[src/rtl/pc_seq_pkg.sv]
// Shared types for the program-flow sequencer: flow-op encoding, FSM states
// and the default address width.
package pc_seq_pkg;

    localparam int PC_W_DEFAULT = 20;

    typedef enum logic [2:0] {
        OP_ADV   = 3'd0,
        OP_JMP   = 3'd1,
        OP_JMPZ  = 3'd2,
        OP_JMPNZ = 3'd3,
        OP_CALL  = 3'd4,
        OP_RET   = 3'd5,
        OP_HALT  = 3'd6,
        OP_RSVD  = 3'd7
    } op_code_t;

    typedef enum logic [1:0] {
        ST_BOOT  = 2'd0,
        ST_FETCH = 2'd1,
        ST_EXEC  = 2'd2,
        ST_HALT  = 2'd3
    } state_t;

endpackage

[src/rtl/pc_sequencer_ret_stack.sv]
// Return-address LIFO; dout always shows the most recently pushed entry.
// The caller guarantees push and pop are never asserted together.
module ret_stack #(
    parameter int PC_W        = 20,
    parameter int STACK_DEPTH = 8
) (
    input  logic            clk,
    input  logic            rst,
    input  logic            push,
    input  logic            pop,
    input  logic [PC_W-1:0] din,
    output logic [PC_W-1:0] dout,
    output logic            full,
    output logic            empty
);

    localparam int AW = $clog2(STACK_DEPTH);

    logic [PC_W-1:0] mem [STACK_DEPTH];
    logic [AW:0]     count;
    logic [AW-1:0]   top_idx;

    // When full the low count bits wrap to zero, so top_idx still lands on the last slot.
    assign top_idx = count[AW-1:0] - AW'(1);
    assign dout    = mem[top_idx];
    assign full    = (count == (AW+1)'(STACK_DEPTH));
    assign empty   = (count == '0);

    always_ff @(posedge clk or posedge rst) begin
        if (rst) begin
            count <= '0;
            for (int i = 0; i < STACK_DEPTH; i++) begin
                mem[i] <= '0;
            end
        end else if (push) begin
            mem[count[AW-1:0]] <= din;
            count              <= count + (AW+1)'(1);
        end else if (pop) begin
            count <= count - (AW+1)'(1);
        end
    end

endmodule

[src/rtl/pc_sequencer.sv]
// Program-flow sequencer: owns the PC, runs the fetch/exec handshake and
// executes JMP/JMPZ/JMPNZ/CALL/RET/HALT with a return-address stack.
module pc_sequencer
    import pc_seq_pkg::*;
#(
    parameter int              PC_W         = PC_W_DEFAULT,
    parameter int              STACK_DEPTH  = 8,
    parameter logic [PC_W-1:0] RESET_VECTOR = '0
) (
    input  logic            clk,
    input  logic            rst,
    output logic            fetch_req,
    output logic [PC_W-1:0] fetch_addr,
    input  logic            fetch_ack,
    input  logic            op_valid,
    output logic            op_ready,
    input  logic [2:0]      op_code,
    input  logic            zero_flag,
    input  logic [PC_W-1:0] jmp_address,
    output logic [PC_W-1:0] pc,
    output logic            stack_err,
    output logic            halted
);

    state_t          state;
    state_t          next_state;
    op_code_t        op;
    logic            accept;
    logic [PC_W-1:0] pc_inc;
    logic [PC_W-1:0] next_pc;
    logic            push;
    logic            pop;
    logic            err_set;
    logic [PC_W-1:0] stack_top;
    logic            stack_full;
    logic            stack_empty;

    assign op         = op_code_t'(op_code);
    assign accept     = (state == ST_EXEC) && op_valid;
    assign pc_inc     = pc + PC_W'(1);
    assign fetch_addr = pc;

    ret_stack #(
        .PC_W        (PC_W),
        .STACK_DEPTH (STACK_DEPTH)
    ) u_ret_stack (
        .clk   (clk),
        .rst   (rst),
        .push  (push),
        .pop   (pop),
        .din   (pc_inc),
        .dout  (stack_top),
        .full  (stack_full),
        .empty (stack_empty)
    );

    always_ff @(posedge clk or posedge rst) begin
        if (rst) begin
            state     <= ST_BOOT;
            pc        <= RESET_VECTOR;
            stack_err <= 1'b0;
        end else begin
            state <= next_state;
            pc    <= next_pc;
            if (err_set) begin
                stack_err <= 1'b1;
            end
        end
    end

    always_comb begin
        next_state = state;
        unique case (state)
            ST_BOOT:  next_state = ST_FETCH;
            ST_FETCH: if (fetch_ack) next_state = ST_EXEC;
            ST_EXEC:  if (op_valid) next_state = (op == OP_HALT) ? ST_HALT : ST_FETCH;
            ST_HALT:  next_state = ST_HALT;
        endcase
    end

    // Stack overflow/underflow degrades the op to a plain advance.
    always_comb begin
        next_pc = pc;
        push    = 1'b0;
        pop     = 1'b0;
        err_set = 1'b0;
        if (accept) begin
            unique case (op)
                OP_ADV, OP_RSVD: next_pc = pc_inc;
                OP_JMP:          next_pc = jmp_address;
                OP_JMPZ:         next_pc = zero_flag ? jmp_address : pc_inc;
                OP_JMPNZ:        next_pc = zero_flag ? pc_inc : jmp_address;
                OP_CALL: begin
                    if (stack_full) begin
                        err_set = 1'b1;
                        next_pc = pc_inc;
                    end else begin
                        push    = 1'b1;
                        next_pc = jmp_address;
                    end
                end
                OP_RET: begin
                    if (stack_empty) begin
                        err_set = 1'b1;
                        next_pc = pc_inc;
                    end else begin
                        pop     = 1'b1;
                        next_pc = stack_top;
                    end
                end
                OP_HALT:         next_pc = pc;
            endcase
        end
    end

    always_comb begin
        fetch_req = (state == ST_FETCH);
        op_ready  = (state == ST_EXEC);
        halted    = (state == ST_HALT);
    end

endmodule

[config.mk]
export PLATFORM = sky130hd
export DESIGN_NAME = pc_sequencer
export DESIGN_NICKNAME = d
export VERILOG_FILES = /design/src/rtl/pc_seq_pkg.sv /design/src/rtl/pc_sequencer_ret_stack.sv /design/src/rtl/pc_sequencer.sv
export SDC_FILE = /design/constraint.sdc
export NUM_CORES = 1
export LEC_CHECK = 0
export CAP_MARGIN = 30
export CELL_PAD_IN_SITES_DETAIL_PLACEMENT = 1
export CELL_PAD_IN_SITES_GLOBAL_PLACEMENT = 2
export CORE_MARGIN = 2
export CORE_UTILIZATION = 34
export DETAILED_ROUTE_END_ITERATION = 7
export HOLD_SLACK_MARGIN = 0.03
export PLACE_DENSITY_LB_ADDON = 0.1
export SETUP_SLACK_MARGIN = 0.3
export SYNTH_ARGS = -nofsm -noshare
export SYNTH_HDL_FRONTEND = slang
export SYNTH_SLANG_ARGS = --single-unit
[constraint.sdc]
create_clock -name clk -period 6.64 [get_ports clk]
set_input_delay 1.66 -clock clk [delete_from_list [all_inputs] [get_ports clk]]
set_output_delay 1.66 -clock clk [all_outputs]
set_load 0.03 [all_outputs]
==> qor.csv <==
stage;metric;value;unit
run_status;status;finished, violations left;
run_status;violations;design-rule violations;
place;placed_cells;1245;
critical_path;crit_arrival;4.14;ns
sta;hold_viol;0;
grt;grt_antenna_before_repair;0;
critical_path;path_cells;clkdlybuf4s50_1 > nor2b_1 > a32oi_1 > o31a_1 > nor2_1 > a2111oi_0 > nor2_1;
critical_path;required;6.96;ns
route;ant_nets;0;
critical_path;crit_start;op_code[0];
grt;grt_pass1_vias;7361;
critical_path;reg2reg_from;fetch_addr[0];
critical_path;rr_worst_depth;6;
logic_synthesis;syn_inst;905;
sta;tns;0;ns
layout;area_growth;15.8;%
sta;fin_worst_skew;0.0176;ns
critical_path;cpMaxStageDelayCell;o31a_1;
grt;overflow;0;
clock_network;htreeDepth;4;
floorplan;dieArea;0.0281;mm^2
power;power.density;394;mW/mm^2
min_path;min_path_type;flip-flop to flip-flop;
floorplan;die_height;168;um
critical_path;end_kind;flip-flop;
logic_synthesis;yosysSeqAreaShare;51.5;%
logic_synthesis;async_reset_ff_share;100;%
route;via_count;6911;
logic_synthesis;dominantRegCellSynth;dfrtp_1;
place;port_buffers;71;
clock_network;holdBufCountCts;0;
place;gp_congestion;0.735;
job;max-cap-violations;0;
clock_network;clockBufferDepth;2;
layout;drive_gt1_share;11.2;%
grt;grt_max_degree;188;
clock_network;cts_sinks;187;
critical_path;r2r-end;u_ret_stack.mem[34];
layout;final_cells;1277;
route;drt_pre_antenna_iters;7;
clock_network;cts_resized;0;
sta;slew_headroom;28.0;%
sta;post-route-min-period;3.83;ns
critical_path;critPathTopFamily;compound AO/OA/AOI/OAI gates;
logic_synthesis;ys_warn_count;0;
power;peakVddDrop;0.000238;V
layout;nets;962;
clock_network;post_cts_buffers;0;
logic_synthesis;synth_area_leaders;dfrtp_1 51%, nand2_1 7.9%, o21ai_0 7.6%;
critical_path;crit_path_frequent_cell;nor2_1;
route;wl;27000;um
logic_synthesis;synth_seq_cells;187;
logic_synthesis;syn_area;0.00909;mm^2
clock_network;cts_tree;built;
route;drc;32;
sta;period_share;57.6;%
critical_path;critPathMaxFanout;19;
sta;rsz0062_at_grt;no;
power;design_power_total;4.15;mW
logic_synthesis;post-synth-top-area-fraction;51.5;%
layout;fin_area;0.0105;mm^2
clock_network;cts_inserted_buffers;17;
grt;grt_usage;20.2;%
critical_path;crit_type;input port to flip-flop;
critical_path;cpPeakStageDelay;0.70;ns
logic_synthesis;synth.net_count;938;
clock_network;clk_pin_slew;0.08;ns
clock_network;cts-root-buf;clkbuf_16;
route;first_iter_violations;430;
logic_synthesis;synth-edff-count;0;
critical_path;start_kind;input port;
floorplan;core;0.0261;mm^2
floorplan;die_x;168;um
logic_synthesis;synth_cell_types;61;
min_path;worstHoldStart;u_ret_stack.mem[97];
clock_network;insertion_delay;0.44;ns
critical_path;r2r_slack;3.19;ns
floorplan;start_util;34.8;%
logic_synthesis;yosysTopAreaCell;dfrtp_1;
sta;fmax;0.261;GHz
logic_synthesis;avgSynthCellArea;10.0;um^2
place;dpl_cell_area;0.00995;mm^2
route;via_per_inst;5.41;
grt;grt_first_pass_wirelength;43300;um
place;dpl.hpwl;17100;um
floorplan;rows;59;
sta;tightest_slew;1.08;ns
floorplan;io_pins;72;
min_path;worstHoldPathCells;2;
power;power.leakage;4.34;nW
sta;maxSlewViolCount;0;
min_path;worst_hold_path.endpoint;u_ret_stack.mem[97];
critical_path;path_buf_inv;1;
sta;setup_violations;0;
route;wl_per_cell;21.2;um
==> flip-flops by register name (all words and copies together) (netlist names) <==
name,count
fetch_addr,20
stack_err,1
state,2
u_ret_stack.count,4
u_ret_stack.mem,160
==> tightest hold or removal path: stages (launching register included) <==
cell and delay [ns]:
dfrtp_1 0.34, nand2_1 0.04, o21ai_0 0.06
==> how the worst max path moves through the flow <==
stage	end	slack (ns)	depth (start not counted)
global route	fetch_addr[3]	2.60	7
floorplan	fetch_addr[0]	2.57	1
finish	fetch_addr[3]	2.81	7
detailed placement	fetch_addr[3]	2.35	7
global placement	u_ret_stack.mem[49]	2.22	6
CTS	fetch_addr[3]	2.83	7
==> where the power goes <==
group | internal [mW] | leakage (nW) | switching, mW
combinational | 0.580 | 1.51 | 1.08
clock | 0.534 | 0.277 | 0.494
sequential | 1.27 | 2.55 | 0.188
==> placed cells by master (no fill, tap or decap), drive strengths merged, types with 3 or more instances in the layout <==
cell type | netlist | routed
nor2 | 42 | 42
a21oi | 47 | 47
mux2 | 9 | 9
xnor2 | 19 | 19
mux2i | 11 | 11
ha | 4 | 4
xor2 | 6 | 6
o211ai | 7 | 7
or3 | 3 | 3
clkbuf | 25 | 17
nand4 | 6 | 6
o21a | 7 | 7
o21ai | 148 | 148
nor2b | 11 | 11
a311oi | 5 | 5
a32oi | 7 | 7
nor4 | 3 | 3
clkdlybuf4s50 | 0 | 71
nor3 | 4 | 4
mux4 | 30 | 30
nand2 | 193 | 193
and2 | 4 | 4
nand3 | 14 | 14
a2111oi | 8 | 8
inv | 9 | 17
dfrtp | 187 | 187
o31a | 3 | 3
and3 | 5 | 5
buf | 59 | 18
clkinvlp | 0 | 4
==> cells in the mapped netlist, types with 3 or more instances <==
cell type,n
nand2_1,192
dfrtp_1,187
o21ai_0,139
a21oi_1,47
nor2_1,42
buf_2,30
mux4_2,30
clkbuf_1,24
buf_4,23
xnor2_1,19
nand3_1,13
mux2i_1,11
nor2b_1,11
inv_1,9
o21ai_1,9
a2111oi_0,8
a32oi_1,7
o211ai_1,7
o21a_1,7
mux2_2,6
xor2_1,6
a311oi_1,5
and3_1,5
nand4_1,5
buf_6,4
ha_1,4
and2_1,3
mux2_4,3
nor3_1,3
o31a_1,3
or3_1,3
==> area by class of cell <==
class                           count  area, um^2
Multi-Input combinational cell    625        3950
Sequential cell                   187        4680
Timing Repair Buffer               89         860
Antenna cell                        1        2.50
Inverter                            9        37.5
Clock inverter                     14         153
Tap cell                          335         419
Fill cell                        2938       15600
Clock buffer                       17         425
==> logic make-up after synthesis <==
group | after synthesis | synth area share (%)
AOI/OAI and AO/OA | 248 | 15.5
xor gates and xnor gates | 25 | 2.41
adders and majority gates | 5 | 0.771
buffers and inverters | 93 | 5.54
DFF | 187 | 51.5
muxes | 50 | 9.88
and+or+nand+nor | 297 | 14.5
==> per-layer routing <==
layer  up-vias  track usage, %  routed length [um]
met1      3600            29.5               13500
met4         0            4.50                 170
li1       3191               -                   -
met2       111            31.8               12500
met5         -               0                   0
met3         9            3.05                 797
==> metrics by stage <==
stage	hold WS, ns	setup WS, ns	utilization, %
global route	0.497	2.60	40.3
CTS	0.483	2.83	40.3
finish	0.480	2.81	40.3
detailed placement	0.465	2.35	38.1
floorplan	0.442	2.57	-
global placement	0.453	2.22	38.0
(Power assumes the default switching activity.)
==> patch 1, RTL diff (same flow settings) <==
The package constant `PC_W_DEFAULT` goes from 20 to 10.
--- a/src/rtl/pc_seq_pkg.sv
+++ b/src/rtl/pc_seq_pkg.sv
@@ -4,3 +4,3 @@
 
-    localparam int PC_W_DEFAULT = 20;
+    localparam int PC_W_DEFAULT = 10;
 
Interface: changed (resized fetch_addr, jmp_address and pc); port bits go from 72 to 42. No check against the original RTL was run, so the function may have changed too.
==> patch 1 against the original RTL <==
- combinational power is 46% lower
- worst hold slack worse by 0.012 ns
- critical path depth is 3 higher
- setup slack worse by 0.16 ns
- sequential cell count is 90 lower
- power is 47% lower
- non-clock buffer count is 44 lower
- area after synthesis is 46% lower
- first-iteration DRC count is 64% lower
- routed wire length is 53% lower
- final area is 46% lower
- critical path type unchanged
==> patch 1: results (changes against the original RTL) <==
I/O Buffers = 41 (-42%)
Seq/total area = 0.429 (-0.0157)
RR Startpoint = u_ret_stack.count[0]
per-cell routed wire length = 18.6 um (-12%)
Hold Path Sink = stack_err
Iter 0 DRT Violations = 153 (-64%)
WL met3 = 453 um (-43%)
initial antenna violation count = 1 (+1)
max reg flops = 80 (-50%)
Vias/cell = 5.04 (-6.9%)
maximum vdd drop = 0.000137 V (-42%)
Lkg Pwr = 2.32 nW (-47%)
router iterations before antenna repair = 4 (-3)
GRT Total Usage = 0.180 (-0.0214)
Placer Congestion = 0.751 (+2.1%)
syn avg cell area = 10.4 sq um (+3.3%)
Non-clock inverters = 29 (+20)
hold slack = 0.468 ns (-0.0116 ns)
Comb. pwr = 902 uW (-46%)
status = completed
clock buffers = 11 (-6)
Power Total = 2.22 mW (-47%)
Routed WL = 12700 um (-53%)
first-pass GRT wire length = 20300 um (-53%)
FF/Latch Area = 2430 sq um (-48%)
Synth Net Count = 492 (-48%)
fraction of layout cells with a size suffix above 1 = 0.130 (+0.0184)
clock power share = 0.238 (-0.010)
multi-input gates = 313 (-50%)
## patch 1: cell count changes after synthesis, sizes merged, moves of 7 or more
| cell | change |
|---|---|
| a2111oi | -8 |
| a21oi | -34 |
| a32oi | -7 |
| buf | -37 |
| clkbuf | -17 |
| dfrtp | -90 |
| inv | +19 |
| mux2i | -11 |
| mux4 | -10 |
| nand2 | -105 |
| nor2 | -28 |
| o21ai | -69 |
| o22ai | +9 |
| xnor2 | -10 |
## patch 1: cells by family (layout without fill, tap and decap cells)
| kind of cell | count (synthesis) | count (layout) | synth area share |
|---|---|---|---|
| simple gates | 143 | 143 | 0.143 |
| xor+xnor | 15 | 15 | 0.0270 |
| other cells | 0 | 1 | 0 |
| compound gates | 122 | 122 | 0.144 |
| buf+inv | 59 | 90 | 0.0622 |
| mux | 28 | 28 | 0.111 |
| flops | 97 | 97 | 0.499 |
| fa+ha+maj | 5 | 5 | 0.0144 |
==> patch 2, RTL diff (config.mk and constraints unchanged) <==
Without the edit above. Encoding of `state_t`: now one-hot (4 bits for 4 states).
--- a/src/rtl/pc_seq_pkg.sv
+++ b/src/rtl/pc_seq_pkg.sv
@@ -17,7 +17,7 @@
 
-    typedef enum logic [1:0] {
-        ST_BOOT  = 2'd0,
-        ST_FETCH = 2'd1,
-        ST_EXEC  = 2'd2,
-        ST_HALT  = 2'd3
+    typedef enum logic [3:0] {
+        ST_BOOT  = 4'b0001,
+        ST_FETCH = 4'b0010,
+        ST_EXEC  = 4'b0100,
+        ST_HALT  = 4'b1000
     } state_t;
Check against the original RTL: same outputs for any inputs over 4 cycles, from zero or initial values and one cycle with rst high; so few cycles prove little.
==> patch 2 against the original RTL <==
- via count decreased by 4.4%
- sequential cell count is 2 higher
- area after synthesis up 2.0%
- routed wire length is 1.8% lower
- setup slack worse by 0.37 ns
- cell count down 4.5%
- register-to-register slack better by 0.05 ns
- fmax is 8.8% lower
- clock skew decreased by 0.0014 ns
- final area is the same
- power shrank 23%
- critical path depth did not move
- highest routed layer unchanged
- worst hold slack lost 0.0045 ns
==> patch 2: results (changes against the original RTL) <==
routed wl met2 = 12900 um (+2.5%)
synth top area cells = dfrtp_1, mux4_2, nand2_1
multi-input gates = 568 (-9.1%)
fraction of layout cells with a size suffix above 1 = 0.124 (+0.0126)
crit path from = op_code[2]
max incr delay on CP = 0.73 ns (+0.03 ns)
WL met3 = 859 um (+7.8%)
first-pass GRT wire length = 41900 um (-3.2%)
Synth cell types = 69 (+13%)
r2r endpoint = fetch_addr[10]
router iterations before antenna repair = 5 (-2)
RR Startpoint = u_ret_stack.count[1]
per-cell routed wire length = 21.8 um (+2.9%)
Hold Path Sink = stack_err
clock buffers = 20 (+3)
Worst Hold Path Cells = 1 (-1)
pre-CTS WS = 1.98 ns (-0.377 ns)
Non-CTS buffers = 80 (-10%)
crit path to = u_ret_stack.mem[126]
reg2reg path depth = 7 (+1)
met2 GRT Util = 0.325 (+0.00687)
M1 GR Usage = 0.262 (-0.0329)
Post-synth top cells = dfrtp_1, nand2_1, o21ai_0
Lkg Pwr = 4.44 nW (+2.5%)
Placer Congestion = 0.799 (+8.6%)
CTS Buffer Depth = 2 (unchanged)
via count = 6607 (-4.4%)
DP Area = 9960 sq um (about the same)
M3 GR Usage = 0.0315 (+0.000994)
FF/Latch Area = 4730 sq um (+1.1%)
Synth Net Count = 878 (-6.4%)
n_diodes = 0 (-1)
maximum vdd drop = 0.000125 V (-47%)
Finished Cell Area = 10500 sq um (unchanged)
Iter 0 DRT Violations = 422 (-1.9%)
Vias/cell = 5.42 (+0.15%)
Max transition margin = 0.305 (+0.0253)
largest net degree at the start of global routing = 165 (-12%)
Worst-Skew Late Latency = 0.43 ns
Clock Skews = 0.0162 ns (-0.00136 ns)
crit path max fanout = 22 (+3)
CP top delay family = simple AND/OR/NAND/NOR gates
Hold Path Origin = stack_err
CP max stage cell = nand4b_1
syn avg cell area = 11.0 sq um (+9.2%)
Fillers = 2902 (-1.2%)
Multi-input gate area = 3970 sq um (+0.51%)
sequential share of the synthesized area = 0.510 (-0.00453)
buffer share of cell area = 0.0758 (-0.00582)
GRT Total Usage = 0.194 (-0.00783)
fin nets = 898 (-6.7%)
hold slack = 0.475 ns (-0.00447 ns)
CP Data Arrival Time = 4.47 ns (+0.33 ns)
status = completed
Met1 Wirelength = 12500 um (-7.9%)
==> patch 2: cell types whose count changed after synthesis, moves of 9 or more <==
cell	unedited run	this run
mux4_2	30	40
mux2i_1	11	1
a21oi_1	47	13
a222oi_1	0	10
nor2_1	42	17
o21ai_1	9	40
buf_2	30	19
buf_6	4	15
o21ai_0	139	122
nand2_1	192	177
nor2b_1	11	2
==> patch 2: report_power, final <==
| part | internal (mW) | total, mW | switching, mW | leakage, nW |
|---|---|---|---|---|
| Sequential | 1.21 | 1.33 | 0.125 | 2.59 |
| Combinational | 0.310 | 0.870 | 0.559 | 1.59 |
| Clock | 0.530 | 1.00 | 0.474 | 0.268 |
==> patch 2: cell families after synthesis <==
kind of cell             count (synthesis)  synth area share
other                                    1          0.000404
buffers and inverters                   88            0.0625
multiplexers                            50             0.112
AND/OR/NAND/NOR                        255             0.139
adder cells (fa/ha/maj)                  5           0.00755
flip-flops                             189             0.510
XOR/XNOR                                22            0.0216
AO/OA/AOI/OAI                          235             0.147
